$ cat src/rtl/sha1_pkg.sv
// Shared types, constants and round helpers for the SHA-1 compression engine.
package sha1_pkg;
  localparam int ROUNDS = 80;
  localparam int WORDS  = 16;

  typedef enum logic [1:0] {IDLE, ROUND, FINAL, DONE} state_t;

  // H0 sits in the low word so digest[32i+31:32i] is H_i.
  localparam logic [4:0][31:0] IV = {32'hC3D2E1F0, 32'h10325476, 32'h98BADCFE,
                                     32'hEFCDAB89, 32'h67452301};

  localparam logic [31:0] K0 = 32'h5A827999;
  localparam logic [31:0] K1 = 32'h6ED9EBA1;
  localparam logic [31:0] K2 = 32'h8F1BBCDC;
  localparam logic [31:0] K3 = 32'hCA62C1D6;

  function automatic logic [31:0] rotl(input logic [31:0] x, input int n);
    return (x << n) | (x >> (32 - n));
  endfunction

  function automatic logic [31:0] k_t(input logic [6:0] t);
    if (t < 7'd20)      return K0;
    else if (t < 7'd40) return K1;
    else if (t < 7'd60) return K2;
    else                return K3;
  endfunction

  function automatic logic [31:0] f_t(input logic [6:0] t, input logic [31:0] b, c, d);
    if (t < 7'd20)                     return (b & c) | (~b & d);
    else if (t < 7'd40 || t >= 7'd60)  return b ^ c ^ d;
    else                               return (b & c) | (b & d) | (c & d);
  endfunction
endpackage

$ cat src/rtl/sha1_if.sv
// Control/data bundle between the register front-end and the compression core.
interface sha1_if;
  logic                             start;
  logic                             chain;
  logic                             abort;
  logic [sha1_pkg::WORDS*32-1:0]    message;
  logic [159:0]                     digest;
  logic                             busy;
  logic                             done;
  logic                             panic;
  logic [6:0]                       loop_idx;

  modport master (output start, chain, abort, message,
                  input  digest, busy, done, panic, loop_idx);
  modport slave  (input  start, chain, abort, message,
                  output digest, busy, done, panic, loop_idx);
endinterface

$ cat src/rtl/sha1_w_sched.sv
// 16-word sliding message schedule: w_t is always the word for the current round.
module sha1_w_sched import sha1_pkg::rotl; #(
  parameter int WORDS = 16
) (
  input  logic                  gclk,
  input  logic                  grst_n,
  input  logic                  load,
  input  logic                  advance,
  input  logic [WORDS*32-1:0]   message,
  output logic [31:0]           w_t
);
  logic [WORDS-1:0][31:0] win;
  logic [31:0]            w_next;

  // win[0] holds W[t], so W[t+16] draws on offsets 13, 8, 2 and 0.
  assign w_next = rotl(win[WORDS-3] ^ win[WORDS-8] ^ win[WORDS-14] ^ win[0], 1);
  assign w_t    = win[0];

  always_ff @(posedge gclk) begin
    if (!grst_n)      win <= '0;
    else if (load)    win <= message;
    else if (advance) win <= {w_next, win[WORDS-1:1]};
  end
endmodule

$ cat src/rtl/sha1_core.sv
// SHA-1 compression engine: one round per clock, chaining digest, status for the front-end.
module sha1_core import sha1_pkg::*; (
  input logic   wb_clk_i,
  input logic   reset_n,
  sha1_if.slave bus
);
  state_t           state;
  logic [4:0][31:0] wk;     // wk[0]=a .. wk[4]=e
  logic [4:0][31:0] h;
  logic [4:0][31:0] hash;
  logic [4:0][31:0] h_in;
  logic [4:0][31:0] sum;
  logic [31:0]      w_t;
  logic [31:0]      temp;
  logic [6:0]       loop_idx;
  logic             busy, done, panic, accept;

  assign accept = bus.start && !bus.abort && (state == IDLE || state == DONE);
  assign h_in   = bus.chain ? hash : IV;
  assign temp   = rotl(wk[0], 5) + f_t(loop_idx, wk[1], wk[2], wk[3]) + wk[4]
                + k_t(loop_idx) + w_t;

  always_comb begin
    sum = '0;
    for (int i = 0; i < 5; i++) sum[i] = h[i] + wk[i];
  end

  sha1_w_sched #(.WORDS(WORDS)) u_wsched (
    .gclk    (wb_clk_i),
    .grst_n  (reset_n),
    .load    (accept),
    .advance (state == ROUND),
    .message (bus.message),
    .w_t     (w_t)
  );

  always_ff @(posedge wb_clk_i) begin
    if (!reset_n) begin
      state <= IDLE; hash <= '0; h <= '0; wk <= '0;
      done <= 1'b0; busy <= 1'b0; panic <= 1'b0; loop_idx <= '0;
    end else if (bus.abort) begin
      state <= IDLE; done <= 1'b0; busy <= 1'b0; panic <= 1'b0; loop_idx <= '0;
    end else begin
      case (state)
        IDLE, DONE: if (bus.start) begin
          h <= h_in; wk <= h_in; loop_idx <= '0;
          done <= 1'b0; busy <= 1'b1; panic <= 1'b0; state <= ROUND;
        end
        ROUND: begin
          if (bus.start) panic <= 1'b1;
          wk <= {wk[3], wk[2], rotl(wk[1], 30), wk[0], temp};
          // loop_idx parks at the last round while FINAL folds the digest.
          if (loop_idx == 7'(ROUNDS - 1)) state <= FINAL;
          else                            loop_idx <= loop_idx + 7'd1;
        end
        FINAL: begin
          if (bus.start) panic <= 1'b1;
          hash <= sum; done <= 1'b1; busy <= 1'b0; loop_idx <= '0; state <= DONE;
        end
        default: state <= IDLE;
      endcase
    end
  end

  assign bus.digest   = hash;
  assign bus.busy     = busy;
  assign bus.done     = done;
  assign bus.panic    = panic;
  assign bus.loop_idx = loop_idx;
endmodule

$ cat src/flat_wrapper.sv
// flat-port wrapper written by rule: the top's interface ports become plain ports
module sha1_core_flat import sha1_pkg::*;
  (wb_clk_i, reset_n, bus_start, bus_chain, bus_abort, bus_message, bus_digest, bus_busy, bus_done, bus_panic, bus_loop_idx);
  sha1_if bus_i ();
  input logic wb_clk_i;
  input logic reset_n;
  input wire logic [$bits(bus_i.start)-1:0] bus_start;
  input wire logic [$bits(bus_i.chain)-1:0] bus_chain;
  input wire logic [$bits(bus_i.abort)-1:0] bus_abort;
  input wire logic [$bits(bus_i.message)-1:0] bus_message;
  output wire logic [$bits(bus_i.digest)-1:0] bus_digest;
  output wire logic [$bits(bus_i.busy)-1:0] bus_busy;
  output wire logic [$bits(bus_i.done)-1:0] bus_done;
  output wire logic [$bits(bus_i.panic)-1:0] bus_panic;
  output wire logic [$bits(bus_i.loop_idx)-1:0] bus_loop_idx;
  assign bus_i.start = bus_start;
  assign bus_i.chain = bus_chain;
  assign bus_i.abort = bus_abort;
  assign bus_i.message = bus_message;
  assign bus_digest = bus_i.digest;
  assign bus_busy = bus_i.busy;
  assign bus_done = bus_i.done;
  assign bus_panic = bus_i.panic;
  assign bus_loop_idx = bus_i.loop_idx;
  sha1_core u_core (.wb_clk_i(wb_clk_i), .reset_n(reset_n), .bus(bus_i));
endmodule
$ cat config.mk
export PLATFORM = sky130hd
export DESIGN_NAME = sha1_core_flat
export DESIGN_NICKNAME = d
export VERILOG_FILES = /design/src/rtl/sha1_pkg.sv /design/src/rtl/sha1_if.sv /design/src/rtl/sha1_w_sched.sv /design/src/rtl/sha1_core.sv /design/src/flat_wrapper.sv
export SDC_FILE = /design/constraint.sdc
export NUM_CORES = 2
export LEC_CHECK = 0
export CAP_MARGIN = 15
export CORE_MARGIN = 2
export CORE_UTILIZATION = 61
export CTS_CLUSTER_SIZE = 10
export DETAILED_ROUTE_END_ITERATION = 12
export GPL_TIMING_DRIVEN = 1
export PLACE_DENSITY_LB_ADDON = 0.25
export SKIP_CTS_REPAIR_TIMING = 1
export SLEW_MARGIN = 20
export SYNTH_ARGS = -nofsm -noshare
export SYNTH_HDL_FRONTEND = slang
export SYNTH_HIERARCHICAL = 1
export SYNTH_SLANG_ARGS = --single-unit
$ cat constraint.sdc
create_clock -name wb_clk_i -period 11.2 [get_ports wb_clk_i]
set_input_delay 1.68 -clock wb_clk_i [delete_from_list [all_inputs] [get_ports wb_clk_i]]
set_output_delay 1.68 -clock wb_clk_i [all_outputs]
set_load 0.02 [all_outputs]
Yosys cells after proc, flatten, opt, wreduce, memory -nomap -nowiden
Index checks and enable logic that the tools add are counted.
- add/subtract/negate cells: 10
- order comparisons: 4
- equal/unequal tests: 8
- muxes and demuxes: 21
- bitwise gates (word level): 18
- reductions and logical operators: 19
- operators with widths (operator ; number):
    $mux W512 ; 2
    $mux W160 ; 2
    $pmux W160 S2 ; 1
    $add A32 B32 Y32 ; 9
    $xor A32 B32 Y32 ; 5
    $and A32 B32 Y32 ; 4
    $mux W32 ; 4
    $or A32 B32 Y32 ; 3
    $not A32 Y32 ; 1
    $or A32 B1 Y32 ; 1
    $or A32 B30 Y32 ; 1
    $or A32 B5 Y32 ; 1
    $mux W31 ; 1
    $pmux W7 S3 ; 1
    $lt A7 B6 Y1 const B ; 2
    $mux W7 ; 2
    $reduce_and A2 Y1 ; 5
    $add A7 B1 Y7 const B ; 1
    $eq A7 B7 Y1 const B ; 1
    $ge A7 B6 Y1 const B ; 1
    $lt A7 B5 Y1 const B ; 1
    $pmux W1 S2 ; 3
    $pmux W2 S3 ; 1
    $reduce_and A3 Y1 ; 2
    other kinds (13) ; 25
- flip-flop bits (word level): 1004
- bits of input ports: 517
- output and inout port bits: 170
- word-level logic and storage cells: 116

Longest topological paths before layout
- depth in word-level cells: 10
- depth in mapped cells: 24
- gate-level depth less buffers: 21

Modules after synthesis
The synthesis kept the hierarchy.
- modules (own cells, without submodules) (module ; instances ; cells an instance ; area an instance (µm²) ; seq. area each (µm²)):
    sha1_core ; 1 ; 3997 ; 31654.1 ; 9849.4
    sha1_w_sched ; 1 ; 2889 ; 25634.6 ; 10249.8

Least setup slack after synthesis
Ideal clock, no wire load.
- path type: register to register
- start: register u_core.loop_idx[4], in the netlist u_core/bus.loop_idx[4]
- end: register u_core/wk[20] (netlist bit)
- setup time: 0.115 ns
- arrival: 4.829 ns
- data required time: 11.085 ns
- path slack: 6.257 ns
- cell stages (with the launch flop): 21
- path buffers: 3
- period minus slack after synthesis: 4.943 ns
- cells stage by stage: dfxtp_1 buf_2 a41oi_2 and2_1 buf_2 nor2_4 buf_1 a221oi_1 fa_1 fa_1 inv_1 ha_1 a211oi_1 o21ai_1 o311a_1 o211ai_1 nand2_1 a21o_1 a21oi_1 xor2_1 a2111oi_0
- cells in the longest elaborated chain, start to end: 9
- elaborated cells between the ends (all ways): 15
- those cells by class: 4 x add/sub; 4 x order compare; 6 x mux; 1 x reduce/logical
- ends and longest elaborated chain (what ; RTL line ; RTL):
    start: declaration ; sha1_core.sv:15 ; logic [6:0] loop_idx;
    start signal: assignment ; sha1_core.sv:54 ; else loop_idx <= loop_idx + 7'd1;
    $lt A7 B6 Y1 / $ge A7 B6 Y1 (equally long branches) ; sha1_pkg.sv:23, sha1_pkg.sv:30 ;
    $logic_or A1 B1 Y1 ; sha1_pkg.sv:30 ; else if (t < 7'd40 || t >= 7'd60) return b ^ c ^ d;
    $mux W32 ; sha1_pkg.sv:30 ;
    $mux W32 ; sha1_pkg.sv:29 ; if (t < 7'd20) return (b & c) | (~b & d);
    $add A32 B32 Y32 (2 in a row) ; sha1_core.sv:20 ; assign temp = rotl(wk[0], 5) + f_t(loop_idx, wk[1], wk[2], wk[3]) + wk[4]
    $add A32 B32 Y32 * (2 in a row) ; sha1_core.sv:21 ; + k_t(loop_idx) + w_t;
    $pmux W160 S2 * ; sha1_core.sv:44 ; case (state)
    end signal: assignment ; sha1_core.sv:51 ; wk <= {wk[3], wk[2], rotl(wk[1], 30), wk[0], temp};
    end: declaration ; sha1_core.sv:8 ; logic [4:0][31:0] wk;
Every way passes the cells marked *; elsewhere a longest branch is shown, timed or not.
A chain may end at the register's enable or synchronous reset.

Final worst setup path
- start: register u_core.loop_idx[4], in the netlist u_core/bus.loop_idx[4]
- end: register u_core/wk[31] (netlist bit)
The elaborated chain is that of the path after synthesis.

==> results.cfg <==
[synth]
yosysSeqAreaShare_pct = 35.08
synthFlopType = dfxtp_1
yosys-top-cells-area = dfxtp_1 35%, mux2i_1 9.0%, nand2_1 7.1%, o21ai_0 5.7%, and2_1 5.4%
syn_nets = 7725
synth.cell_area_um2 = 57290
synth_area_leader_cell = dfxtp_1
syn-instance-count = 6886
ys_ff_latch = 1004
syn_avg_cell_area_um2 = 8.320
ys_types = 82
synthArstFlopShare_pct = 0
ys_warn_count = 6
synth_top_area_share_pct = 35.08
synth.most_common_cell = nand2_1
synth_edf_count = 0
synth_common_cells = 1091 x nand2_1, 1004 x dfxtp_1, 651 x o21ai_0

[timing]
fin_setup_tns_ns = 0
fin_crit_sh_pct = 53.87
maxSlewHeadroom_pct = 21.91
drv_slew = 0
hold_viol_final = 0
worst_pin_slew_ns = 1.171
setup_violations = 0
fin_skew_ns = 0.04078
post-route-min-period_ns = 6.033
fmax_mhz = 165.7
rsz0062_at_grt = no

[critical_path]
worst_ep_arrival_time_ns = 6.68
path_cells = a41oi_2, and2_1, buf_4, nor2_4, inv_2, o21ai_0, ha_1, inv_1, fa_1, inv_1, ha_1, inv_1, fa_1, nor2b_1, o31a_1, a2111oi_2, nor2_1, a31oi_1, o311ai_1, o211ai_1, nand4b_1, a31oi_1
end_kind = register
path_common_cell = inv_1
crit_fanout = 25
crit_path_start_kind = register
r2r-start = u_core/bus.loop_idx[4]
critical-path-top-delay-family = compound AO/OA/AOI/OAI gates
worst-path-buf-inv = 5
crit_slowest_cell = nor2_4
critPathKind = reg2reg
slowest_delay_ns = 0.55
setup.worst_path.start = u_core/bus.loop_idx[4]
cp.required_ns = 11.84

[power]
clock_power_share_pct = 35.7
pwr-share-seq_pct = 43.1
combPwrFrac_pct = 21.2
power_density_nw_per_um2 = 139.7
switching_share_pct = 30.80
p_int_mw = 6.464
power_leakage_nw = 25.58
switching_power_mw = 2.877
vdd_drop_max_v = 0.0001131

[flow_run]
cap_violations = 0

[floorplan]
die-area_um2 = 96380
dieHeight_um = 310.5
fp.dieW_um = 310.5
coreArea_um2 = 93190
std_cell_rows = 112
io_pins = 687
initial_utilization_pct = 61.48

[global_routing]
grt_pass1_vias = 49065
grt_pass1_wl_um = 306900
grt_max_degree = 259
grt_antenna_before_repair = 27
grt.total_usage_pct = 42.68
grt-ovfl-total = 0

[hold_path]
hold_class = reg2reg
hold_start = u_core/h[19]

[placement]
hpwl_um = 158700
place_congestion = 1.027
port_buffers = 686

[final_layout]
post-route-util_pct = 71.73
drive_above_1_share_pct = 3.494
area_growth_pct = 16.69
layout.nets = 8081

[detailed_routing]
vias = 52257
drc = 0
drt-initial-drc-count = 5940
totalWireLength_um = 212600
wl_met2_um = 96510
avgRoutedWirePerCell_um = 24.91
detail-route-antenna-nets = 0
wl_met3_um = 18110
via_per_inst = 6.121
drt_first_pass_iters = 6
routed.top_layer = met5
drt-met1-wl_um = 76080

[clock_tree]
cts.path.max_buffers = 3
clock-sinks = 1004
clk_pin_slew_ns = 0.06
cts_buffers = 113
root_buffer = clkbuf_16
cts_max_level = 3
clkLatencyLatePin_ns = 0.73
tritoncts = yes

[run_status]
status = finished, final reports clean
==> state kept, by name (all words and copies together) (netlist names) <==
name and count:
u_core/bus.busy 1, u_core/bus.digest 160, u_core/bus.done 1, u_core/bus.loop_idx 7, u_core/bus.panic 1, u_core/h 160, u_core/state 2, u_core/u_wsched/w_t 32
u_core/u_wsched/win 480, u_core/wk 160
==> cells in the final DEF, fill, tap and decap left out, drive strengths merged, types with 10 or more instances in the layout <==
| cell type | count |
|---|---|
| nand2 | 1091 |
| dfxtp | 1004 |
| clkdlybuf4s50 | 684 |
| o21ai | 684 |
| mux2i | 515 |
| and2 | 492 |
| a21oi | 405 |
| nor2 | 297 |
| inv | 240 |
| ha | 197 |
| a211oi | 194 |
| nand3 | 178 |
| clkbuf | 135 |
| xnor2 | 133 |
| fa | 125 |
| xor2 | 120 |
| nor3 | 91 |
| nor2b | 90 |
| and3 | 80 |
| a21o | 79 |
| nand2b | 54 |
| buf | 53 |
| o221ai | 37 |
| a221oi | 32 |
| o21bai | 26 |
| a31oi | 22 |
| or3 | 21 |
| o21a | 20 |
| nand4 | 18 |
| o211ai | 16 |
| nor3b | 14 |
| a2111oi | 14 |
| diode | 13 |
| o22ai | 10 |
==> routing by layer <==
| metal | vias up | GRT usage (%) |
|---|---|---|
| li1 | 24214 | - |
| met1 | 24579 | 48.54 |
| met2 | 2684 | 67.90 |
| met3 | 758 | 9.256 |
| met4 | 22 | 37.50 |
| met5 | - | 0 |
==> power groups by stage <==
| stage | clock network [mW] | registers [mW] | logic (mW) |
|---|---|---|---|
| after floorplan | 0 | 3.95 | 1.35 |
| after global placement | 0 | 4.08 | 1.91 |
| after detailed placement | 0 | 4.08 | 1.93 |
| after CTS | 3.34 | 4.01 | 1.95 |
| after global routing | 3.48 | 4.03 | 2.16 |
| final | 3.33 | 4.03 | 1.98 |
==> worst reg2reg max path, delay by kind of cell, from the launching register on <==
family | cells | cell delay, ns
compound gates | 8 | 2.48
fa+ha+maj | 4 | 1.13
buf+inv | 5 | 0.71
flops | 1 | 0.48
simple gates | 5 | 1.18
==> cells by family after synthesis <==
logic type | after synthesis | share of synthesized area [%]
AOI/OAI and AO/OA | 1604 | 17.06
adders and majority gates | 322 | 8.671
buffers and inverters | 734 | 6.021
xor gates and xnor gates | 253 | 3.868
DFF | 1004 | 35.08
muxes | 516 | 9.018
and+or+nand+nor | 2453 | 20.28
==> area by class of cell <==
cell class                 count  area, um^2
multi-input combinational   5148       33790
fill                        7363       26340
sequential                  1004       20100
timing repair buffer         737        7352
clock buffer                 135        2983
tap                         1254        1569
inverter                     238       908.4
clock inverter                 8       112.6
antenna                       13       32.53
==> per-stage QoR <==
| stage | instance area [um^2] | worst slack, ns | hold WS [ns] | std cells | power (mW) |
|---|---|---|---|---|---|
| 6_report | 66850 | 5.167 | 0.4597 | 8537 | 9.341 |
| 5_1_grt | 66840 | 4.798 | 0.4725 | 8533 | 9.658 |
| 4_1_cts | 66800 | 5.304 | 0.4575 | 8523 | 9.295 |
| 3_5_place_dp | 63700 | 5.303 | 0.4506 | 8380 | 6.019 |
| 3_3_place_gp | 63700 | 5.360 | 0.4417 | 8380 | 5.989 |
| 2_1_floorplan | 57290 | 6.257 | 0.4356 | 6886 | 5.297 |
==> final timing paths <==
path | end | slack, ns | depth (start not counted)
setup / recovery | u_core/wk[31] | 5.17 | 22
hold / removal | u_core/h[19] | 0.46 | 2
setup reg to reg | u_core/wk[31] | 5.17 | 22
hold reg to reg | u_core/h[19] | 0.46 | 2
Power figures use the tool's default switching activity.
